<file path="config.mk">
export PLATFORM = sky130hd
export DESIGN_NAME = rf_wb_arbiter_flat
export DESIGN_NICKNAME = d
export VERILOG_FILES = /design/src/rtl/rf_wb_arbiter_if.sv /design/src/rtl/rf_wb_arbiter.sv /design/src/flat_wrapper.sv
export SDC_FILE = /design/constraint.sdc
export NUM_CORES = 1
export LEC_CHECK = 0
export ABC_CLOCK_PERIOD_IN_PS = 5300
export CAP_MARGIN = 25
export CORE_MARGIN = 3
export CORE_UTILIZATION = 40
export CTS_CLUSTER_DIAMETER = 80
export CTS_CLUSTER_SIZE = 16
export DETAILED_ROUTE_END_ITERATION = 6
export MAX_ROUTING_LAYER = met4
export PLACE_DENSITY = 0.74
export SLEW_MARGIN = 20
export SYNTH_ARGS = -nofsm -noshare
export SYNTH_HDL_FRONTEND = slang
export SYNTH_SLANG_ARGS = --single-unit
export TNS_END_PERCENT = 30
</file>
<file path="constraint.sdc">
create_clock -name clk -period 5.3 [get_ports clk]
set_clock_uncertainty 0.15 [all_clocks]
set_input_delay 1.325 -clock clk [delete_from_list [all_inputs] [get_ports clk]]
set_output_delay 1.325 -clock clk [all_outputs]
set_load 0.02 [all_outputs]
</file>
<file path="src/rtl/rf_wb_arbiter_if.sv">
// Write-back bus bundle: ALU/MEM producer handshakes, issue/decode queries,
// register-file write port and scoreboard view.
interface rf_wb_arbiter_if #(
    parameter int unsigned XLEN = 32,
    parameter int unsigned NREG = 32
);
    localparam int unsigned AW = $clog2(NREG);

    // ALU result producer
    logic            alu_valid;
    logic            alu_ready;
    logic [AW-1:0]   alu_rd;
    logic [XLEN-1:0] alu_data;

    // Load return producer
    logic            mem_valid;
    logic            mem_ready;
    logic [AW-1:0]   mem_rd;
    logic [XLEN-1:0] mem_data;

    // Decode issue and hazard query
    logic            iss_valid;
    logic [AW-1:0]   iss_rd;
    logic [AW-1:0]   dec_rs1;
    logic [AW-1:0]   dec_rs2;
    logic [AW-1:0]   dec_rd;
    logic            dec_stall;

    // Register-file write port and scoreboard
    logic            rf_we;
    logic [AW-1:0]   rf_waddr;
    logic [XLEN-1:0] rf_wdata;
    logic [NREG-1:0] pend;

    // Arbiter side
    modport slave (
        input  alu_valid, alu_rd, alu_data,
        output alu_ready,
        input  mem_valid, mem_rd, mem_data,
        output mem_ready,
        input  iss_valid, iss_rd, dec_rs1, dec_rs2, dec_rd,
        output dec_stall,
        output rf_we, rf_waddr, rf_wdata, pend
    );

    // Pipeline / register-file side
    modport master (
        output alu_valid, alu_rd, alu_data,
        input  alu_ready,
        output mem_valid, mem_rd, mem_data,
        input  mem_ready,
        output iss_valid, iss_rd, dec_rs1, dec_rs2, dec_rd,
        input  dec_stall,
        input  rf_we, rf_waddr, rf_wdata, pend
    );
endinterface

</file>
<file path="src/rtl/rf_wb_arbiter.sv">
// Register-file write-back arbiter: shares the single RF write port between a
// buffered ALU result path and an unbuffered load return path, and keeps the
// pending-write scoreboard that stalls decode on RAW/WAW hazards.
module rf_wb_arbiter #(
    parameter int unsigned XLEN       = 32,
    parameter int unsigned NREG       = 32,
    parameter int unsigned FIFO_DEPTH = 2
) (
    input  logic           clk,
    input  logic           rst,
    rf_wb_arbiter_if.slave bus
);
    localparam int unsigned AW = $clog2(NREG);
    localparam int unsigned CW = $clog2(FIFO_DEPTH + 1);
    localparam int unsigned PW = (FIFO_DEPTH > 1) ? $clog2(FIFO_DEPTH) : 1;

    localparam logic [CW-1:0] DEPTH_CNT = CW'(FIFO_DEPTH);
    localparam logic [PW-1:0] LAST_PTR  = PW'(FIFO_DEPTH - 1);

    // ALU result buffer
    logic [AW-1:0]   fifo_rd   [FIFO_DEPTH];
    logic [XLEN-1:0] fifo_data [FIFO_DEPTH];
    logic [PW-1:0]   wr_ptr, wr_ptr_nxt;
    logic [PW-1:0]   rd_ptr, rd_ptr_nxt;
    logic [CW-1:0]   count,  count_nxt;

    // Arbitration
    logic            fifo_full;
    logic            fifo_empty;
    logic            push;
    logic            pop;
    logic            take_mem;
    logic            wb_fire;
    logic [AW-1:0]   wb_rd;
    logic [XLEN-1:0] wb_data;

    // Registered write port and scoreboard
    logic            rf_we_q,    rf_we_nxt;
    logic [AW-1:0]   rf_waddr_q, rf_waddr_nxt;
    logic [XLEN-1:0] rf_wdata_q, rf_wdata_nxt;
    logic [NREG-1:0] pend_q,     pend_nxt;

    // Priority select: a full buffer drains first so ALU results cannot starve,
    // otherwise the unbuffered load path wins over buffered ALU results.
    always_comb begin
        fifo_full  = (count == DEPTH_CNT);
        fifo_empty = (count == '0);
        push       = bus.alu_valid && !fifo_full;
        take_mem   = bus.mem_valid && !fifo_full;
        pop        = fifo_full || (!bus.mem_valid && !fifo_empty);
        wb_fire    = take_mem || pop;
        wb_rd      = take_mem ? bus.mem_rd   : fifo_rd[rd_ptr];
        wb_data    = take_mem ? bus.mem_data : fifo_data[rd_ptr];
    end

    // Handshake readiness from the registered occupancy only
    assign bus.alu_ready = !fifo_full;
    assign bus.mem_ready = !fifo_full;

    // Buffer pointer and occupancy next-state; pointers wrap at the depth
    always_comb begin
        wr_ptr_nxt = wr_ptr;
        rd_ptr_nxt = rd_ptr;
        count_nxt  = count;
        if (push) begin
            wr_ptr_nxt = (wr_ptr == LAST_PTR) ? '0 : wr_ptr + PW'(1);
        end
        if (pop) begin
            rd_ptr_nxt = (rd_ptr == LAST_PTR) ? '0 : rd_ptr + PW'(1);
        end
        count_nxt = count + CW'(push) - CW'(pop);
    end

    // Write-port next-state; x0 results are consumed without a write
    always_comb begin
        rf_we_nxt    = wb_fire && (wb_rd != '0);
        rf_waddr_nxt = rf_waddr_q;
        rf_wdata_nxt = rf_wdata_q;
        if (rf_we_nxt) begin
            rf_waddr_nxt = wb_rd;
            rf_wdata_nxt = wb_data;
        end
    end

    // Scoreboard next-state: retire on the write edge, issue set overrides it
    always_comb begin
        pend_nxt = pend_q;
        if (rf_we_q) begin
            pend_nxt[rf_waddr_q] = 1'b0;
        end
        if (bus.iss_valid && (bus.iss_rd != '0)) begin
            pend_nxt[bus.iss_rd] = 1'b1;
        end
        pend_nxt[0] = 1'b0;
    end

    // Control state registers with synchronous reset
    always_ff @(posedge clk) begin
        if (rst) begin
            wr_ptr     <= '0;
            rd_ptr     <= '0;
            count      <= '0;
            rf_we_q    <= 1'b0;
            rf_waddr_q <= '0;
            rf_wdata_q <= '0;
            pend_q     <= '0;
        end else begin
            wr_ptr     <= wr_ptr_nxt;
            rd_ptr     <= rd_ptr_nxt;
            count      <= count_nxt;
            rf_we_q    <= rf_we_nxt;
            rf_waddr_q <= rf_waddr_nxt;
            rf_wdata_q <= rf_wdata_nxt;
            pend_q     <= pend_nxt;
        end
    end

    // Buffer storage; contents are don't-care while the slot is not occupied
    always_ff @(posedge clk) begin
        if (push) begin
            fifo_rd[wr_ptr]   <= bus.alu_rd;
            fifo_data[wr_ptr] <= bus.alu_data;
        end
    end

    assign bus.rf_we    = rf_we_q;
    assign bus.rf_waddr = rf_waddr_q;
    assign bus.rf_wdata = rf_wdata_q;
    assign bus.pend     = pend_q;

    // Decode hazard query: any source or the destination still pending
    assign bus.dec_stall = pend_q[bus.dec_rs1] | pend_q[bus.dec_rs2] | pend_q[bus.dec_rd];

endmodule

</file>
<file path="src/flat_wrapper.sv">
// flat-port wrapper written by rule: the top's interface ports become plain ports
module rf_wb_arbiter_flat 
#(
    parameter int unsigned XLEN       = 32,
    parameter int unsigned NREG       = 32,
    parameter int unsigned FIFO_DEPTH = 2
)
  (clk, rst, bus_alu_valid, bus_alu_rd, bus_alu_data, bus_alu_ready, bus_mem_valid, bus_mem_rd, bus_mem_data, bus_mem_ready, bus_iss_valid, bus_iss_rd, bus_dec_rs1, bus_dec_rs2, bus_dec_rd, bus_dec_stall, bus_rf_we, bus_rf_waddr, bus_rf_wdata, bus_pend);
  rf_wb_arbiter_if #(.XLEN(XLEN), .NREG(NREG)) bus_i ();
  input  logic clk;
  input  logic rst;
  input wire logic [$bits(bus_i.alu_valid)-1:0] bus_alu_valid;
  input wire logic [$bits(bus_i.alu_rd)-1:0] bus_alu_rd;
  input wire logic [$bits(bus_i.alu_data)-1:0] bus_alu_data;
  output wire logic [$bits(bus_i.alu_ready)-1:0] bus_alu_ready;
  input wire logic [$bits(bus_i.mem_valid)-1:0] bus_mem_valid;
  input wire logic [$bits(bus_i.mem_rd)-1:0] bus_mem_rd;
  input wire logic [$bits(bus_i.mem_data)-1:0] bus_mem_data;
  output wire logic [$bits(bus_i.mem_ready)-1:0] bus_mem_ready;
  input wire logic [$bits(bus_i.iss_valid)-1:0] bus_iss_valid;
  input wire logic [$bits(bus_i.iss_rd)-1:0] bus_iss_rd;
  input wire logic [$bits(bus_i.dec_rs1)-1:0] bus_dec_rs1;
  input wire logic [$bits(bus_i.dec_rs2)-1:0] bus_dec_rs2;
  input wire logic [$bits(bus_i.dec_rd)-1:0] bus_dec_rd;
  output wire logic [$bits(bus_i.dec_stall)-1:0] bus_dec_stall;
  output wire logic [$bits(bus_i.rf_we)-1:0] bus_rf_we;
  output wire logic [$bits(bus_i.rf_waddr)-1:0] bus_rf_waddr;
  output wire logic [$bits(bus_i.rf_wdata)-1:0] bus_rf_wdata;
  output wire logic [$bits(bus_i.pend)-1:0] bus_pend;
  assign bus_i.alu_valid = bus_alu_valid;
  assign bus_i.alu_rd = bus_alu_rd;
  assign bus_i.alu_data = bus_alu_data;
  assign bus_alu_ready = bus_i.alu_ready;
  assign bus_i.mem_valid = bus_mem_valid;
  assign bus_i.mem_rd = bus_mem_rd;
  assign bus_i.mem_data = bus_mem_data;
  assign bus_mem_ready = bus_i.mem_ready;
  assign bus_i.iss_valid = bus_iss_valid;
  assign bus_i.iss_rd = bus_iss_rd;
  assign bus_i.dec_rs1 = bus_dec_rs1;
  assign bus_i.dec_rs2 = bus_dec_rs2;
  assign bus_i.dec_rd = bus_dec_rd;
  assign bus_dec_stall = bus_i.dec_stall;
  assign bus_rf_we = bus_i.rf_we;
  assign bus_rf_waddr = bus_i.rf_waddr;
  assign bus_rf_wdata = bus_i.rf_wdata;
  assign bus_pend = bus_i.pend;
  rf_wb_arbiter #(.XLEN(XLEN), .NREG(NREG), .FIFO_DEPTH(FIFO_DEPTH)) u_core (.clk(clk), .rst(rst), .bus(bus_i));
endmodule
</file>
; Yosys cells after proc, flatten, opt, wreduce, memory -nomap -nowiden
; Memory sizes are Yosys's and may differ from the RTL's. A register that Yosys moved wholly into a read port is not among the register bits.
; Cells that the tools add are included.
; W data, S select, Z words.
[word_totals]
reg_bits = 74
elab_cells = 64
n_memories = 2
ramBits = 74
[memory_table]
columns = name, words, word_bits, rd, rd_clocked_by_memory_dff, write_ports, line
row1 = u_core.fifo_data, 2, 32, 1, 1, 1, rf_wb_arbiter.sv:22  ; logic [XLEN-1:0] fifo_data [FIFO_DEPTH];
row2 = u_core.fifo_rd, 2, 5, 1, 1, 1, rf_wb_arbiter.sv:21  ; logic [AW-1:0] fifo_rd [FIFO_DEPTH];
[classes]
order_cmp = 7
reduce_logical = 15
n_bitwise = 5
n_eq_ne = 1
muxes = 22
n_addsub = 4
[op_table]
columns = cell, n
row1 = $mux W32, 3
row2 = $and A32 B32 Y32, 1
row3 = $not A32 Y32, 1
row4 = $or A32 B32 Y32, 1
row5 = $lt A5 B6 Y1 const B, 5
row6 = $bmux W1 S5, 3
row7 = $mux W1, 13
row8 = $demux W1 S5, 2
row9 = $ge A5 B1 Y1 const B, 2
row10 = $reduce_bool A5 Y1, 2
row11 = $logic_and A1 B1 Y1, 7
row12 = $mux W5, 1
row13 = $logic_not A1 Y1, 3
row14 = $add A1 B1 Y1 const B, 2
row15 = $add A2 B1 Y2, 1
row16 = $eq A2 B2 Y1 const B, 1
row17 = $logic_not A2 Y1, 1
row18 = $logic_or A1 B1 Y1, 2
row19 = $or A1 B1 Y1, 2
row20 = $sub A2 B1 Y2, 1

; Longest topological paths before layout
; Gate-level depths: netlist (run 1).
[depth]
ltp_word = 9
mapped_depth = 8
depth_no_buf = 6

; Worst setup path before layout (run 1)
; OpenSTA, ideal clock, no wires.
[synth_path]
kind = input to output
start = in bus_dec_rd[0]
end = out bus_dec_stall
stages = 6
slack_ns = 1.133
arrival_time_ns = 2.692
t_required_ns = 3.825
cell_sequence = buf_2 > mux4_2 > a32oi_1 > o32ai_1 > nor3_1 > nand4_1
[synth_between]
elab_chain_len = 3
[synth_rtl]
columns = item, line
row1 = start: declaration, flat_wrapper.sv:24  ; input wire logic [$bits(bus_i.dec_rd)-1:0] bus_dec_rd;
row2 = $bmux W1 S5, rf_wb_arbiter.sv:132  ; assign bus.dec_stall = pend_q[bus.dec_rs1] | pend_q[bus.dec_rs2] | pend_q[bus.dec_rd];
row3 = $mux W1 (not written as such), rf_wb_arbiter.sv:132
row4 = $or A1 B1 Y1, rf_wb_arbiter.sv:132
row5 = end: declaration, flat_wrapper.sv:25  ; output wire logic [$bits(bus_i.dec_stall)-1:0] bus_dec_stall;
; No other way between the ends. The select of a mux whose other input is x is not followed.

; Worst setup path after layout (run 1)
[layout_path]
start = in bus_dec_rs1[1]
end = out bus_dec_stall
[layout_between]
elab_chain_len = 4
[layout_rtl]
columns = item, line
row1 = start: declaration, flat_wrapper.sv:22  ; input wire logic [$bits(bus_i.dec_rs1)-1:0] bus_dec_rs1;
row2 = $bmux W1 S5, rf_wb_arbiter.sv:132
row3 = $mux W1 (not written as such), rf_wb_arbiter.sv:132
row4 = $or A1 B1 Y1 (2 in a row), rf_wb_arbiter.sv:132
; No other way between the ends. The select of a mux whose other input is x is not followed.

==> metrics.md, run 1 <==
| Metric | Value |
|---|---|
| Number of flops mapped to enable cells by yosys | `74` |
| Arrival time worst endpoint | `3.55 ns` |
| TritonCTS buffer count | `17` |
| Worst path cell trace | `clkdlybuf4s50_1 > mux2i_1 > mux4_2 > o32ai_1 > nor3_1 > nand4_1 > clkdlybuf4s50_1` |
| First-pass GRT wire length | `28.95 mm` |
| Layout cell share with drive strength beyond 1 | `9.461%` |
| Worst path slowest cell | `clkdlybuf4s50_1` |
| Cells after Synth | `589` |
| Pin count of the biggest net entering global routing | `43` |
| CP top delay family | `buffers and inverters` |
| Post-synth cell types | `43` |
| Most frequent cell on the critical path | `clkdlybuf4s50_1` |
| Worst slew pin tran | `0.9095 ns` |
| Max Root-Sink Buffers | `2` |
| DRT Wirelength | `18.53 mm` |
| GP Congestion | `0.9379` |
| GRT Util Overall | `20.69%` |
| Area of the core | `0.01623 sq mm` |
| IO buf count | `170` |
| Wire per inst | `18.97 um` |
| Final net count | `848` |
| CTS tree | `yes` |
| Root buffer cell | `clkbuf_16` |
| Residual DRC count | `0` |
| Yosys top cell area share | `32.75%` |
| Crit path depth | `7` |
| Clk_lat worst skew | `0.41 ns` |
| Clock Sinks | `148` |
| Seq/Total Area, Yosys | `54.58%` |
| Worst vdd rail ir drop | `203.8 uV` |
| Final period utilization | `94.77%` |
| Yosys top cell by area | `edfxtp_1` |
| Initial Util | `41.81%` |
| Synth cell count leaders | `113 x nand2_1, 83 x mux2i_1, 74 x dfxtp_1, 74 x edfxtp_1, 40 x a21oi_1` |
| Yosys reg bits | `148` |
| Fin crit period | `5.023 ns` |
| Crit path max fanout | `5` |
| Total grt overflow | `0` |
| Vias in the first global route | `5,611` |
| Rows | `46` |
| Worst Setup End Kind | `output pin` |
| Die Area | `0.01856 sq mm` |
| DRT Pass-1 Iters | `5` |
| Most common cell in the netlist | `nand2_1` |
| Req. time, crit path | `3.83 ns` |
| Async SR Flop Fraction | `0%` |
| Max-slew violation count | `0` |
| Placed cells | `944` |
| Reg clk slew, reported paths | `0.06 ns` |
| Final hold vios | `0` |
| WP buf/inv | `2` |
| Setup CP Type | `input port to output pin` |
| Vias per cell | `5.488` |
| Synth Area per Inst | `11.52 sq um` |
| Post-CTS setup repair buffer count | `0` |
| Status | `completed` |
| Die X | `136.2 um` |
| Worst hold path type | `flip-flop to flip-flop` |
| Initial DRC Count | `250` |
| H-tree Lvls | `4` |
| Critical Path Max Stage Delay | `0.61 ns` |
| Slew headroom | `39.37%` |
| Layout area overhead | `36.11%` |
| Final setup vio count | `0` |
| HPWL after detailed placement | `13.30 mm` |
| Synth top area cells | `edfxtp_1 33%, dfxtp_1 22%, mux2i_1 12%` |
| Max Fclk | `0.1991 GHz` |
| Leak | `3.212 nW` |
| Post-Syn Area | `0.006785 sq mm` |
| Num ports | `172` |
| Net Count, Synth | `689` |
| Die height | `136.2 um` |
| Total number of vias | `5,362` |
| N_diodes | `0` |
| Post-synth top flop | `edfxtp_1` |
| Initial antenna violation count | `0` |
| Routed Antenna Nets | `0` |
| Hold path cells | `2` |
| CP Launch Type | `input port` |
| Final TNS setup | `0 ns` |
| Cells on worst reg2reg path | `7` |
| RSZ-0062 raised after global routing | `false` |
| Synth warn | `0` |
| Pwr dens | `324.8 mW/mm^2` |
| Finished Layout Cells | `977` |
| Max Cap Violations | `0` |
registers in the layout (all words and copies together) (netlist names), named ones only:
name	flops
u_core.bus.rf_wdata	32
u_core.bus.pend	31
u_core.wr_ptr	1
u_core.rd_ptr	1
u_core.count	2
u_core.fifo_data	64
u_core.bus.rf_we	1
u_core.fifo_rd	10
u_core.bus.rf_waddr	5
final cells by class:
class | instances | area (sq um)
timing repair buffer | 181 | 1844
clock inverter | 12 | 107.6
inverter | 3 | 11.26
fill | 1346 | 6995
sequential | 148 | 3705
clock buffer | 20 | 446.7
tap | 216 | 270.3
multi-input combinational | 397 | 2850
routing by layer:
layer	part of all wire (%)	vias to the layer above	global-route usage, %
li1	-	2503	-
met1	42	2551	25.76
met2	48	272	32.06
met3	9.0	36	6.773
met4	1.8	0	6.719
met5	0	-	-
timing repair:
item	4_1_cts	5_1_grt
endpoints found under the setup margin	0	1
hold buffers	0	0
gates resized for setup	0	1
cell usage in the layout (no fill, tap or decap), types with 4 or more instances in the layout:
| master | n |
|---|---|
| o211ai_1 | 33 |
| nand3b_1 | 7 |
| nor2_1 | 13 |
| and3_1 | 4 |
| o21ai_0 | 34 |
| clkbuf_16 | 17 |
| nor3_1 | 6 |
| mux2i_1 | 83 |
| clkdlybuf4s50_1 | 169 |
| edfxtp_1 | 74 |
| nand2_1 | 112 |
| nand3_1 | 5 |
| clkinvlp_4 | 5 |
| dfxtp_1 | 73 |
| a21oi_1 | 40 |
| mux4_2 | 21 |
| buf_4 | 7 |
where the power goes:
group          internal (W)  leakage [nW]  total (W)  switching (W)
registers           0.00129          1.30    0.00134      0.0000484
logic              0.000260          1.66   0.000535       0.000274
clock network      0.000657         0.256    0.00112       0.000465
worst min-delay path, cell delays in order (launching register included):
cell,delay (ns)
dfxtp_1,0.31
nand2_1,0.05
mux2i_1,0.05
path summary, 6_finish.rpt:
path,startpoint,end,slack [ns]
worst max-delay path,bus_dec_rs1[1],bus_dec_stall,0.28
worst min-delay path,u_core.bus.rf_wdata[5],u_core.bus.rf_wdata[5],0.31
worst max register to register,flip-flop,u_core.bus.rf_wdata[19],2.48
worst min register to register,u_core.bus.rf_wdata[5],u_core.bus.rf_wdata[5],0.31
logic make-up after synthesis:
logic type                 synth area share (%)
AOI/OAI and AO/OA                         10.40
muxes                                     19.21
adders and majority gates                0.1844
buffers and inverters                     3.669
and+or+nand+nor                           11.51
other                                   0.05527
DFF                                       54.58
xor gates and xnor gates                 0.3873
stage by stage:
| step | hold slack [ns] | instance area, sq um | setup slack [ns] | util [%] | total power, W |
|---|---|---|---|---|---|
| after detailed placement | 0.3022 | 8646 | 0.1086 | 53.27 | 0.001899 |
| after global routing | 0.3392 | 9235 | 0.1212 | 56.90 | 0.003115 |
| after floorplan | 0.3225 | 6785 | 1.133 | - | 0.001665 |
| after global placement | 0.2951 | 8586 | 0.06827 | 52.90 | 0.001879 |
| final | 0.3071 | 9235 | 0.2770 | 56.90 | 0.002999 |
| after CTS | 0.3099 | 9200 | 0.1015 | 56.68 | 0.003017 |
Power figures use the tool's default switching activity.
==> run 2, diff against run 1 <==
--- a/config.mk
+++ b/config.mk
@@ -15,4 +15,5 @@
 export MAX_ROUTING_LAYER = met4
 export PLACE_DENSITY = 0.74
+export SKIP_CTS_REPAIR_TIMING = 1
 export SLEW_MARGIN = 20
 export SYNTH_ARGS = -nofsm -noshare
==> constraint.sdc (replaced) <==
create_clock -name clk -period 5.3 [get_ports clk]
set_clock_uncertainty 0.15 [all_clocks]
set_input_delay 1.06 -clock clk [delete_from_list [all_inputs] [get_ports clk]]
set_output_delay 1.06 -clock clk [all_outputs]
set_load 0.02 [all_outputs]
==> metrics.md, run 2 (synthesis results as in run 1) <==
| Metric | Value |
|---|---|
| Status | `completed` |
| H-tree Lvls | `4 (unchanged)` |
| Initial DRC Count | `335 (+34%)` |
| Worst slew pin tran | `1.046 ns (+0.1370 ns)` |
| IO buf count | `170 (unchanged)` |
| Met2 GRT Util | `32.44% (+0.39 points)` |
| Final period utilization | `89.97% (-4.8 points)` |
| Total grt overflow | `0 (unchanged)` |
| WHS | `0.3111 ns (+0.004040 ns)` |
| Worst vdd rail ir drop | `236.1 uV (+16%)` |
| TritonCTS buffer count | `17 (unchanged)` |
| CTS tree | `yes` |
| Root buffer cell | `clkbuf_16` |
| Setup CP Type | `input port to output pin` |
| Vias per cell | `5.481 (-0.13%)` |
| Routed Antenna Nets | `0 (unchanged)` |
| Arrival time worst endpoint | `3.56 ns (about the same)` |
| DRT Wirelength | `18.39 mm (-0.78%)` |
| Clk_lat worst skew | `0.42 ns (about the same)` |
| Placed cells | `939 (-0.53%)` |
| Register name with the most flops | `u_core.fifo_data` |
| Leak | `3.207 nW (-0.18%)` |
| Initial Util | `41.81% (unchanged)` |
| GRT Util Overall | `20.32% (-0.37 points)` |
| Met3 GRT Util | `6.773% (unchanged)` |
| Fin crit period | `4.768 ns (-0.2546 ns)` |
| Crit path max fanout | `9 (+4)` |
| Pwr dens | `331.9 mW/mm^2 (+2.2%)` |
| N_diodes | `0 (unchanged)` |
| First-pass GRT wire length | `28.30 mm (-2.2%)` |
| Worst path cell trace | `clkdlybuf4s50_1 > mux4_2 > a32oi_1 > o32ai_1 > nor3_1 > nand4_1 > clkdlybuf4s50_1` |
| Num ports | `172 (unchanged)` |
| Wire per inst | `18.93 um (-0.16%)` |
| Worst path slowest cell | `clkdlybuf4s50_1` |
| Vias in the first global route | `5,411 (-3.6%)` |
| Final setup vio count | `0 (unchanged)` |
| HPWL after detailed placement | `13.18 mm (-0.86%)` |
| Die Area | `0.01856 sq mm (unchanged)` |
| Rows | `46 (unchanged)` |
| CP Launch Type | `input port` |
| Final instance area | `0.009216 sq mm (-0.20%)` |
| Max Fclk | `0.2097 GHz (+5.3%)` |
| Clock Sinks | `148 (unchanged)` |
| Initial antenna violation count | `0 (unchanged)` |
| Worst Setup End Kind | `output pin` |
| Most frequent cell on the critical path | `clkdlybuf4s50_1` |
| Critical Path Max Stage Delay | `0.78 ns (+0.17 ns)` |
| GP Congestion | `0.8992 (-4.1%)` |
| Final net count | `842 (-0.71%)` |
| Most frequent cells in the layout | `170 x clkdlybuf4s50_1, 112 x nand2_1, 83 x mux2i_1` |
| Area of the core | `0.01623 sq mm (unchanged)` |
| Residual DRC count | `0 (unchanged)` |
| Total number of vias | `5,322 (-0.75%)` |
| Grt peak-use layer | `met2` |
| Final Power | `0.003058 W (+2.0%)` |
| DRT Pass-1 Iters | `5 (unchanged)` |
| Largest register FFs | `64 (unchanged)` |
| Max-slew violation count | `0 (unchanged)` |
| Die height | `136.2 um (unchanged)` |
| Max Root-Sink Buffers | `2 (unchanged)` |
| Pin count of the biggest net entering global routing | `43 (unchanged)` |
| Finished Layout Cells | `971 (-0.61%)` |
| Die X | `136.2 um (unchanged)` |
| Final hold vios | `0 (unchanged)` |
| Layout area overhead | `35.83%` |
| Met1 usage | `24.90% (-0.86 points)` |
| Slew headroom | `30.08% (-9.3 points)` |
| Commonest non-fill, non-tap cell in the layout | `clkdlybuf4s50_1` |
| Placed Area | `0.008616 sq mm (-0.35%)` |
| Worst hold path type | `flip-flop to flip-flop` |
| Req. time, crit path | `4.09 ns (+0.26 ns)` |
| Layout cell share with drive strength beyond 1 | `8.874% (-0.59 points)` |
| Final TNS setup | `0 ns (unchanged)` |
| Max Cap Violations | `0 (unchanged)` |
| Reg clk slew, reported paths | `0.05 ns (about the same)` |
| Fillers | `1,366 (+1.5%)` |
| RSZ-0062 raised after global routing | `false` |
==> run 2: cell types whose count changed in the layout (fill, tap and decap cells not counted), sizes merged <==
| cell | change |
|---|---|
| buf | -6 |
| clkbuf | +1 |
| clkdlybuf4s50 | +1 |
| clkinv | +2 |
| clkinvlp | -3 |
| dlymetal6s2s | -1 |
==> run 2: per-stage QoR <==
stage | setup WS, ns | utilization [%]
final | 0.5316 | 56.78
after global routing | 0.3728 | 56.78
after CTS | 0.5063 | 56.78
after detailed placement | 0.5196 | 53.08
after global placement | 0.5154 | 52.67
after floorplan | 1.663 | -
==> run 2: layer usage <==
layer / vias up / part of all wire, %
li1: 2493 / -
met1: 2546 / 42
met2: 259 / 48
met3: 24 / 9.3
met4: 0 / 1.1
met5: - / 0
==> run 2: path summary, 6_finish.rpt <==
kind	startpoint	endpoint	slack [ns]	depth (start not counted)
max	bus_dec_rd[0]	bus_dec_stall	0.53	7
min	u_core.bus.rf_wdata[5]	u_core.bus.rf_wdata[5]	0.31	2
max reg2reg	flip-flop	u_core.bus.rf_wdata[21]	2.02	6
min reg2reg	u_core.bus.rf_wdata[5]	u_core.bus.rf_wdata[5]	0.31	2
==> run 2: where the power goes <==
group | internal (W) | leakage [nW] | switching, W
combinational | 0.000254 | 1.61 | 0.000262
sequential | 0.00130 | 1.30 | 0.0000595
clock | 0.000728 | 0.294 | 0.000460
total | 0.00228 | 3.21 | 0.000781
==> run 2: cell type report <==
cell class	instances	area, sq um	area share (%)
clock buffers	21	504.2	5.471
inverters	3	11.26	0.1222
clock inverters	11	96.34	1.045
repair buffers	175	1784	19.36
multi-input cells	397	2845	30.87
flip-flops and latches	148	3705	40.20
well taps	216	270.3	2.932
==> run 2: worst max-delay path, delay by kind of cell <==
kind                   cells  cell delay, ns
AO/OA/AOI/OAI              2            0.32
multiplexers               1            0.57
AND/OR/NAND/NOR            2            0.28
buffers and inverters      2            1.33
==> run 3, diff against run 2 <==
Settings changed: TNS_END_PERCENT 30 to 20.
==> results of run 3 <==
Final layout, timing and power as in run 2 (identical DEF).
